<file path="config.mk">
export PLATFORM = sky130hd
export DESIGN_NAME = lm_sm_sequencer
export DESIGN_NICKNAME = d
export VERILOG_FILES = /design/src/rtl/lm_sm_sequencer.sv
export SDC_FILE = /design/constraint.sdc
export NUM_CORES = 1
export LEC_CHECK = 0
export BUFFER_PORTS_ARGS = -buffer_cell sky130_fd_sc_hd__buf_4
export CAP_MARGIN = 0
export CORE_MARGIN = 2
export CORE_UTILIZATION = 38
export DETAILED_ROUTE_END_ITERATION = 8
export GPL_TIMING_DRIVEN = 0
export HOLD_SLACK_MARGIN = 0.06
export PLACE_DENSITY = 0.64
export SLEW_MARGIN = 20
export SYNTH_ARGS = -nofsm -noshare
export SYNTH_HDL_FRONTEND = slang
export SYNTH_SLANG_ARGS = --single-unit
export TNS_END_PERCENT = 1
</file>
<file path="constraint.sdc">
create_clock -name clk -period 2.95 [get_ports clk]
set_clock_uncertainty 0.05 [all_clocks]
set_input_delay 0.295 -clock clk [delete_from_list [all_inputs] [get_ports clk]]
set_output_delay 0.295 -clock clk [all_outputs]
set_load 0.03 [all_outputs]
</file>
<file path="src/rtl/lm_sm_sequencer.sv">
// Load-Multiple / Store-Multiple sequencer: walks a register mask lowest-bit-first,
// issuing one register index and memory word address per transfer while freezing the PC.
module lm_sm_sequencer #(
   parameter int DATA_W    = 16,
   parameter int ADDR_STEP = 1
) (
   input  logic              clk,
   input  logic              reset,
   input  logic              start,
   input  logic              isStore,
   input  logic [7:0]        mask,
   input  logic [DATA_W-1:0] baseAddr,
   input  logic              stall,
   output logic              busy,
   output logic              freezePC,
   output logic [2:0]        regAdd,
   output logic [DATA_W-1:0] memAdd,
   output logic              regWrite,
   output logic              memRead,
   output logic              memWrite,
   output logic              done,
   output logic [3:0]        xferCount
);

   typedef enum logic [1:0] {
      S_IDLE = 2'd0,
      S_RUN  = 2'd1,
      S_DONE = 2'd2
   } state_t;

   state_t            r_state;
   state_t            w_state_next;
   logic [6:0]        r_rem_mask;
   logic [6:0]        w_rem_cleared;
   logic [DATA_W-1:0] r_addr;
   logic              r_is_store;
   logic [3:0]        r_xfer_count;
   logic [2:0]        w_low_idx;
   logic              w_xfer;
   logic              w_unused_r7;

   // R7 is written through its own path, so its mask bit never enters the walk.
   assign w_unused_r7 = mask[7];

   always_comb begin
      w_low_idx = 3'd0;
      for (int i = 6; i >= 0; i--) begin
         if (r_rem_mask[i]) w_low_idx = 3'(i);
      end
   end

   // x & (x-1) drops exactly the lowest set bit, i.e. the one being transferred.
   assign w_rem_cleared = r_rem_mask & (r_rem_mask - 7'd1);
   assign w_xfer        = (r_state == S_RUN) && !stall;

   always_comb begin
      w_state_next = r_state;
      case (r_state)
         S_IDLE:  if (start) w_state_next = (mask[6:0] != 7'd0) ? S_RUN : S_DONE;
         S_RUN:   if (w_xfer && (w_rem_cleared == 7'd0)) w_state_next = S_DONE;
         S_DONE:  w_state_next = S_IDLE;
         default: w_state_next = S_IDLE;
      endcase
   end

   // NOTE: sequential state uses non-blocking assignments so every register samples
   // pre-edge values regardless of statement order.
   always_ff @(posedge clk or negedge reset) begin
      if (!reset) begin
         r_state      <= S_IDLE;
         r_rem_mask   <= 7'd0;
         r_addr       <= '0;
         r_is_store   <= 1'b0;
         r_xfer_count <= 4'd0;
      end else begin
         r_state <= w_state_next;
         if ((r_state == S_IDLE) && start) begin
            r_rem_mask   <= mask[6:0];
            r_addr       <= baseAddr;
            r_is_store   <= isStore;
            r_xfer_count <= 4'd0;
         end else if (w_xfer) begin
            r_rem_mask   <= w_rem_cleared;
            r_addr       <= r_addr + DATA_W'(ADDR_STEP);
            r_xfer_count <= r_xfer_count + 4'd1;
         end
      end
   end

   // NOTE: every output is given a default before the case so no path infers a latch.
   always_comb begin
      busy     = 1'b0;
      done     = 1'b0;
      regAdd   = 3'd0;
      memAdd   = '0;
      regWrite = 1'b0;
      memRead  = 1'b0;
      memWrite = 1'b0;
      case (r_state)
         S_RUN: begin
            busy     = 1'b1;
            regAdd   = w_low_idx;
            memAdd   = r_addr;
            regWrite = ~r_is_store & ~stall;
            memRead  = ~r_is_store & ~stall;
            memWrite =  r_is_store & ~stall;
         end
         S_DONE: begin
            busy = 1'b1;
            done = 1'b1;
         end
         default: ;
      endcase
   end

   assign freezePC  = busy;
   assign xferCount = r_xfer_count;

endmodule
</file>
==> results of run 1 <==
## cells in the mapped netlist, types with 6 or more instances
master	instances	area, µm²
clkbuf_1	6	22.5
o21ai_0	14	70.1
nand2_1	37	139
or3_1	8	50.1
nand3_1	12	60.1
nor2_1	14	52.6
dfrtp_1	30	751
xor2_1	7	61.3
and2_1	18	113
## critical path, delay by kind of cell, from the launching register on
family        cells  cell delay [ns]
buf+inv           4             0.84
simple gates      2             0.33
fa+ha+maj         1             0.16
flops             1             0.40
## state kept, by name, summed over array words and instances (netlist names)
name,count
r_addr,16
xferCount,4
r_is_store,1
r_rem_mask,7
r_state,2
## repair_timing
item                      in CTS  in global routing
hold buffers                   1                  0
resized for setup              0                  0
hold endpoints to repair      30                  0
## area by class of cell
| cell class | instances | area (µm²) | share of cell area |
|---|---|---|---|
| timing repair buffer | 57 | 430 | 0.173 |
| multi-input combinational | 172 | 1050 | 0.424 |
| inverter | 4 | 15.0 | 0.00604 |
| clock buffer | 6 | 82.6 | 0.0332 |
| sequential | 30 | 751 | 0.302 |
| tap | 67 | 83.8 | 0.0337 |
| buffer | 12 | 56.3 | 0.0226 |
| clock inverter | 2 | 12.5 | 0.00503 |
## worst max path at each step
stage                     cells past startpoint       endpoint  startpoint
after floorplan                               6       regWrite  r_state[1]
after global placement                        7     r_addr[14]  r_state[1]
after detailed placement                      7  r_rem_mask[1]  r_state[1]
after CTS                                     7       memWrite  r_state[1]
after global routing                          7       memWrite  r_state[1]
final                                         7       memWrite  r_state[1]
## layer usage
metal / part of all wire / up-vias
li1: - / 898
met1: 0.48 / 845
met2: 0.46 / 48
met3: 0.052 / 5
met4: 0.0086 / 0
met5: 0 / -
## report_power, final
| group | leakage [nW] | total [mW] | switching [mW] | internal (mW) |
|---|---|---|---|---|
| logic | 0.689 | 1.28 | 0.752 | 0.526 |
| registers | 0.371 | 0.833 | 0.239 | 0.594 |
| clock network | 0.0472 | 0.349 | 0.162 | 0.187 |
| total | 1.11 | 2.46 | 1.15 | 1.31 |
## stage by stage
step | cell area, µm² | utilization | hold slack [ns] | power, mW
final | 2490 | 0.523 | 0.154 | 2.46
after global routing | 2490 | 0.523 | 0.146 | 2.65
after CTS | 2490 | 0.523 | 0.143 | 2.48
after detailed placement | 2380 | 0.501 | 0.203 | 2.12
after global placement | 2380 | 0.501 | 0.207 | 2.10
after floorplan | 1880 | - | -0.0506 | 1.69
## kinds of logic after synthesis
family          count (synthesis)  synth area share
xor+xnor                       11            0.0513
simple gates                  111             0.311
compound gates                 44             0.161
fa+ha+maj                       6            0.0387
buf+inv                        16            0.0380
flops                          30             0.400
==> results.json, run 1 <==
{
  "cp-end-kind": "output pin",
  "layout-drive-gt1-share": 0.254,
  "post_cts_buffers": 0,
  "row_count": 25,
  "grt_util_met1": 0.254,
  "drc": 0,
  "globalRouteOverflowTotal": 0,
  "holdPathStages": 3,
  "drt_iter0_markers": 96,
  "dr.pass1.iters": 4,
  "setup_slack_ns": 0.596,
  "die_w_um": 74.3,
  "relSlewSlack": 0.642,
  "min_to": "r_is_store",
  "layout_commonest_cell": "buf_4",
  "drt_wl_total_mm": 4.75,
  "grt_pass1_vias": 1636,
  "crit_top_cell": "buf_4",
  "clock_path_buffers": 2,
  "antenna_found_initial": 0,
  "syn_inst": 218,
  "die_h_um": 74.3,
  "arrival_ns": 2.01,
  "synth_area_um2": 1880,
  "finalHoldViolations": 0,
  "p_leak_nw": 1.11,
  "path_class": "reg2out",
  "portBuffers": 56,
  "hold_path_class": "in2reg",
  "cts.sinks": 30,
  "final_cell_mix": "buf_4 (59), nand2_1 (37), dfrtp_1 (30), and2_1 (18)",
  "dp_slack_ns": 0.811,
  "finalCriticalPeriod_ns": 2.35,
  "critPathSlowestCell": "dfrtp_1",
  "use_met2": 0.288,
  "cp_max_fo": 10,
  "cts_tree": "done",
  "clock-root-buffer": "clkbuf_8",
  "grt_pass1_wl_mm": 7.70,
  "post_drt_wl_per_cell_um": 13.6,
  "numCtsBuffers": 5,
  "final_nets": 316,
  "via_per_inst": 5.13,
  "synth_top_flop_cell": "dfrtp_1",
  "critical_path.max_stage_delay_ns": 0.40,
  "required_ns": 2.61,
  "crit_chain": "inv_1, ha_1, buf_4, nor2b_1, clkbuf_1, and2_1, buf_4",
  "fmax_mhz": 425,
  "slew_violations": 0,
  "via_count": 1796,
  "core_area_um2": 4750,
  "rsz0062_at_grt": "no",
  "antenna_cells": 0,
  "r2r_slack_ns": 0.79,
  "ys_seq_area_frac": 0.400,
  "gp_congestion": 0.795,
  "layout.cells.non_filler": 350,
  "die_area_um2": 5520,
  "status": "completed",
  "ys_ff_latch": 30,
  "detail-route-antenna-nets": 0,
  "r2r_cells": 8,
  "met3_usage": 0.0420,
  "timing.rr.start": "r_state[1]",
  "clk_pin_slew_worst_paths_ns": 0.07,
  "syn-num-nets": 252,
  "h-tree-depth": 2,
  "ys_types": 41,
  "start_util": 0.395,
  "powerDensity_nw_per_um2": 989,
  "hpwl_mm": 3.50,
  "grt_busiest_layer": "met2",
  "cp-start-kind": "register",
  "vdd_ir_drop_max_uv": 533,
  "grt_util_all_layers": 0.184,
  "fin_crit_sh": 0.798,
  "clkLatencyLatePin_ns": 0.28,
  "hp-start": "isStore",
  "postSynth.asyncResetShare": 1.00,
  "grt_max_degree": 31,
  "setup-tns-final_ns": 0,
  "r2r-end": "r_addr[10]",
  "dp.cells": 341,
  "tightestPinTransition_ns": 0.538,
  "num-fill-cells": 509,
  "postSynthAreaPerCell_um2": 8.61,
  "boundaryPins": 58,
  "synth_enable_flop_cells": 0,
  "area_growth_pct": 32.5,
  "drv_cap": 0,
  "setup_viol": 0,
  "yosys_warnings": 0
}
Power figures use the tool's default switching activity.
==> run 2: changes to the inputs <==
- PLACE_DENSITY: 0.64 -> 0.67
- clock period: 2.95 -> 2.1 ns (I/O delays scaled with it)
==> results.json, run 2 (same netlist as run 1, synthesis figures left out) <==
{
  "status": "completed",
  "crit_chain": "inv_2, ha_4, buf_6, or4b_4, a211oi_4, o21ai_2, a311oi_2",
  "globalRouteOverflowTotal": 0,
  "die_w_um": 74.3,
  "setup-tns-final_ns": 0,
  "clock-root-buffer": "clkbuf_8",
  "place_area_um2": 2380,
  "clkLatencyLatePin_ns": 0.28,
  "relSlewSlack": 0.617,
  "setup_viol": 0,
  "cp_max_fo": 10,
  "critPathTopFamily": "compound AO/OA/AOI/OAI gates",
  "area_growth_pct": 34.3,
  "path_class": "reg2reg",
  "drc": 0,
  "grt_pass1_vias": 1696,
  "stdcell_area_um2": 2520,
  "path_buf_inv": 2,
  "rsz0062_at_grt": "yes",
  "gp_congestion": 0.757,
  "p_leak_nw": 1.13,
  "cp-start-kind": "register",
  "slew_violations": 0,
  "drv_cap": 0,
  "cts.sinks": 30,
  "via_count": 1799,
  "dr.pass1.iters": 4,
  "numCtsBuffers": 5,
  "dp.cells": 341,
  "cts_tree": "done",
  "tightestPinTransition_ns": 0.575,
  "clk_pin_slew_worst_paths_ns": 0.07,
  "die_h_um": 74.3,
  "critical_path.max_stage_delay_ns": 0.52,
  "arrival_ns": 2.19,
  "die_area_um2": 5520,
  "grt_max_degree": 31,
  "dp_slack_ns": -0.0341,
  "boundaryPins": 58,
  "via_per_inst": 5.14,
  "top_register": "r_addr",
  "grt_util_all_layers": 0.186,
  "fmax_mhz": 489,
  "drt_wl_total_mm": 4.77,
  "grt_pass1_wl_mm": 7.89,
  "fin_crit_sh": 0.973,
  "antenna_cells": 0,
  "portBuffers": 56,
  "post_drt_wl_per_cell_um": 13.6,
  "use_met2": 0.290,
  "hold_path_class": "in2reg",
  "core_area_um2": 4750,
  "start_util": 0.395,
  "required_ns": 2.24,
  "row_count": 25,
  "post_cts_buffers": 0,
  "setup_slack_ns": 0.0566,
  "finalHoldViolations": 0,
  "layout.cells.non_filler": 350,
  "drt_iter0_markers": 86,
  "clock_path_buffers": 2,
  "powerDensity_nw_per_um2": 1390,
  "vdd_ir_drop_max_uv": 552,
  "antenna_found_initial": 0,
  "grt_util_met1": 0.268,
  "h-tree-depth": 2,
  "cp-end-kind": "register",
  "layout_commonest_cell": "buf_4",
  "final_cell_mix": "buf_4 (58), nand2_1 (37), dfrtp_1 (30), and2_1 (18), o21ai_0 (14)",
  "final_nets": 316,
  "largest_reg_flops": 16,
  "utilization": 0.530,
  "hpwl_mm": 3.46,
  "critPathSlowestCell": "or4b_4",
  "finalCriticalPeriod_ns": 2.04,
  "met3_usage": 0.0244,
  "grt_busiest_layer": "met2",
  "detail-route-antenna-nets": 0,
  "layout-drive-gt1-share": 0.293
}
## run 2: changes by cell type in the layout (fill, tap and decap cells not counted), moves of 2 or more
| cell | before | now |
|---|---|---|
| clkbuf_1 | 6 | 3 |
| buf_1 | 3 | 0 |
| clkbuf_2 | 0 | 4 |
| clkbuf_4 | 0 | 2 |
## run 2: layout make-up
class / count / area (µm²)
fillers: 488 / 2230
flip-flops and latches: 30 / 751
repair buffers: 57 / 430
well taps: 67 / 83.8
plain buffers: 12 / 73.8
clock inverters: 1 / 5.00
multi-input cells: 172 / 1070
inverters: 4 / 15.0
clock buffers: 7 / 86.3
## run 2: report_power, final
group | total, mW | switching [mW] | internal [mW]
clock network | 0.483 | 0.219 | 0.264
registers | 1.18 | 0.344 | 0.834
logic | 1.84 | 1.06 | 0.773
total | 3.50 | 1.63 | 1.87
## run 2: per-layer routing
layer / vias to the layer above / wire, µm
met5: - / 0
met4: 0 / 44
met3: 4 / 239
met2: 49 / 2200
met1: 841 / 2290
li1: 905 / -
## run 2: tightest hold or removal path: stages
cell	delay (ns)
buf_4	0.08
nand2_1	0.04
nand2_1	0.05
## run 2: final timing paths
path | start | endpoint | cells after the start | slack, ns
min in group asynchronous | reset | r_addr[7] | 2 | 0.35
worst min-delay path | isStore | r_is_store | 3 | 0.07
worst min register to register | r_is_store | r_is_store | 2 | 0.49
worst max register to register | r_state[1] | r_state[1] | 7 | 0.06
max in group asynchronous | reset | r_addr[10] | 2 | 1.37
worst max-delay path | r_state[1] | r_state[1] | 7 | 0.06
## run 2: stage by stage
stage	power (mW)	hold WS [ns]
global placement	2.95	0.115
finish	3.50	0.0712
CTS	3.49	0.0665
detailed placement	2.97	0.123
global route	3.77	0.0832
floorplan	2.37	-0.136
## run 2: repair_timing
action	4_1_cts	5_1_grt
endpoints found under the hold margin	30	0
hold buffers	1	0
setup endpoints to repair	25	32
pin swaps	1	2
resized for setup	6	14
==> run 3: changes to the inputs <==
- PLACE_DENSITY: 0.67 -> unset
- PLACE_DENSITY_LB_ADDON: unset -> 0.12
==> results.json, run 3 (same netlist as run 1, synthesis figures left out) <==
{
  "status": "completed",
  "row_count": 25,
  "cts_tree": "done",
  "hpwl_mm": 3.40,
  "p_switching_mw": 1.64,
  "whs_ns": 0.0664,
  "powerDensity_nw_per_um2": 1460,
  "die_area_um2": 5520,
  "pwr-share-seq": 0.315,
  "cp_max_fo": 10,
  "required_ns": 2.27,
  "layout-drive-gt1-share": 0.283,
  "numCtsBuffers": 5,
  "drt_wl_total_mm": 4.82,
  "fmax_mhz": 488,
  "antenna_cells": 0,
  "netSwitchingFraction": 0.438,
  "die_h_um": 74.3,
  "final_cell_mix": "buf_4 (58), nand2_1 (37), dfrtp_1 (30), and2_1 (18)",
  "grt_max_degree": 31,
  "drc": 0,
  "layout.cells.non_filler": 350,
  "setup_viol": 0,
  "boundaryPins": 58,
  "grt_pass1_vias": 1710,
  "cts.sinks": 30,
  "slew_violations": 0,
  "clkLatencyLatePin_ns": 0.29,
  "hold_path_class": "in2reg",
  "grt_util_all_layers": 0.187,
  "path_class": "reg2reg",
  "clock_path_buffers": 2,
  "dr.pass1.iters": 4,
  "portBuffers": 56,
  "final_nets": 316,
  "cp-end-kind": "register",
  "top_register": "r_addr",
  "drv_cap": 0,
  "detail-route-antenna-nets": 0,
  "clk_pin_slew_worst_paths_ns": 0.07,
  "relSlewSlack": 0.619,
  "largest_reg_flops": 16,
  "arrival_ns": 2.22,
  "fin_crit_sh": 0.975,
  "dp.cells": 341,
  "h-tree-depth": 2,
  "post_drt_wl_per_cell_um": 13.8,
  "tightestPinTransition_ns": 0.571,
  "finalHoldViolations": 0,
  "die_w_um": 74.3,
  "p_clk_frac": 0.197,
  "antenna_found_initial": 0,
  "rsz0062_at_grt": "yes",
  "globalRouteOverflowTotal": 0,
  "finalCriticalPeriod_ns": 2.05,
  "via_count": 1810,
  "gp_congestion": 0.804,
  "cp-start-kind": "register",
  "comb_power_share": 0.488,
  "grt_pass1_wl_mm": 7.87,
  "layout_commonest_cell": "buf_4",
  "vdd_ir_drop_max_uv": 592,
  "drt_iter0_markers": 70,
  "start_util": 0.395,
  "post_cts_buffers": 0,
  "internal_power_mw": 2.10,
  "clock-root-buffer": "clkbuf_8",
  "p_leak_nw": 1.15,
  "area_growth_pct": 35.9,
  "via_per_inst": 5.17,
  "core_area_um2": 4750
}
run 3: per-layer routing:
metal | share of wire | track usage
met5 | 0 | 0
met4 | 0.011 | 0.0655
met3 | 0.048 | 0.0393
met2 | 0.47 | 0.296
met1 | 0.47 | 0.255
run 3: what timing repair did:
action | CTS | global route
setup endpoints to repair | 32 | 31
pin swaps | 0 | 3
endpoints found under the hold margin | 30 | 0
gates resized for setup | 6 | 6
hold buffers | 1 | 0
run 3: layout make-up:
| class | count | area [µm²] |
|---|---|---|
| Fill cell | 488 | 2200 |
| Timing Repair Buffer | 57 | 430 |
| Clock inverter | 2 | 60.1 |
| Clock buffer | 6 | 82.6 |
| Sequential cell | 30 | 751 |
| Multi-Input combinational cell | 172 | 1060 |
| Inverter | 4 | 15.0 |
| Buffer | 12 | 70.1 |
| Tap cell | 67 | 83.8 |
run 3: worst paths after layout:
| path | from | endpoint | slack [ns] | cells past startpoint |
|---|---|---|---|---|
| worst max-delay path | r_state[1] | r_addr[12] | 0.05 | 8 |
| worst min-delay path | isStore | r_is_store | 0.07 | 3 |
| worst max register to register | r_state[1] | r_addr[12] | 0.05 | 8 |
| worst min register to register | r_is_store | r_is_store | 0.45 | 2 |
| max in group asynchronous | reset | r_rem_mask[1] | 1.38 | 2 |
| min in group asynchronous | reset | r_addr[3] | 0.34 | 2 |
run 3: worst max-delay path, stage by stage, from the launching register on:
cell and delay, ns:
dfrtp_1 0.41, inv_2 0.09, ha_1 0.16, buf_6 0.13
nand3b_1 0.12, or3_1 0.35, buf_2 0.17, or4_1 0.41
nand3_1 0.10
run 3: metrics by stage:
step                      utilization  setup TNS, ns  power [mW]  cell area, µm²  setup slack [ns]
after floorplan                     -              0        2.37            1880             0.115
after global placement          0.501        -0.0232        2.96            2380           -0.0142
after detailed placement        0.501         -0.170        2.98            2380           -0.0366
after CTS                       0.534              0        3.75            2540         0.0000189
after global routing            0.537         -0.423        4.01            2550           -0.0508
final                           0.537              0        3.74            2550            0.0519
run 3: power groups by stage:
stage | combinational (mW) | sequential [mW] | clock, mW
CTS | 1.83 | 1.17 | 0.748
detailed placement | 1.80 | 1.17 | 0
floorplan | 1.26 | 1.12 | 0
global placement | 1.79 | 1.17 | 0
global route | 2.01 | 1.23 | 0.772
finish | 1.82 | 1.18 | 0.736
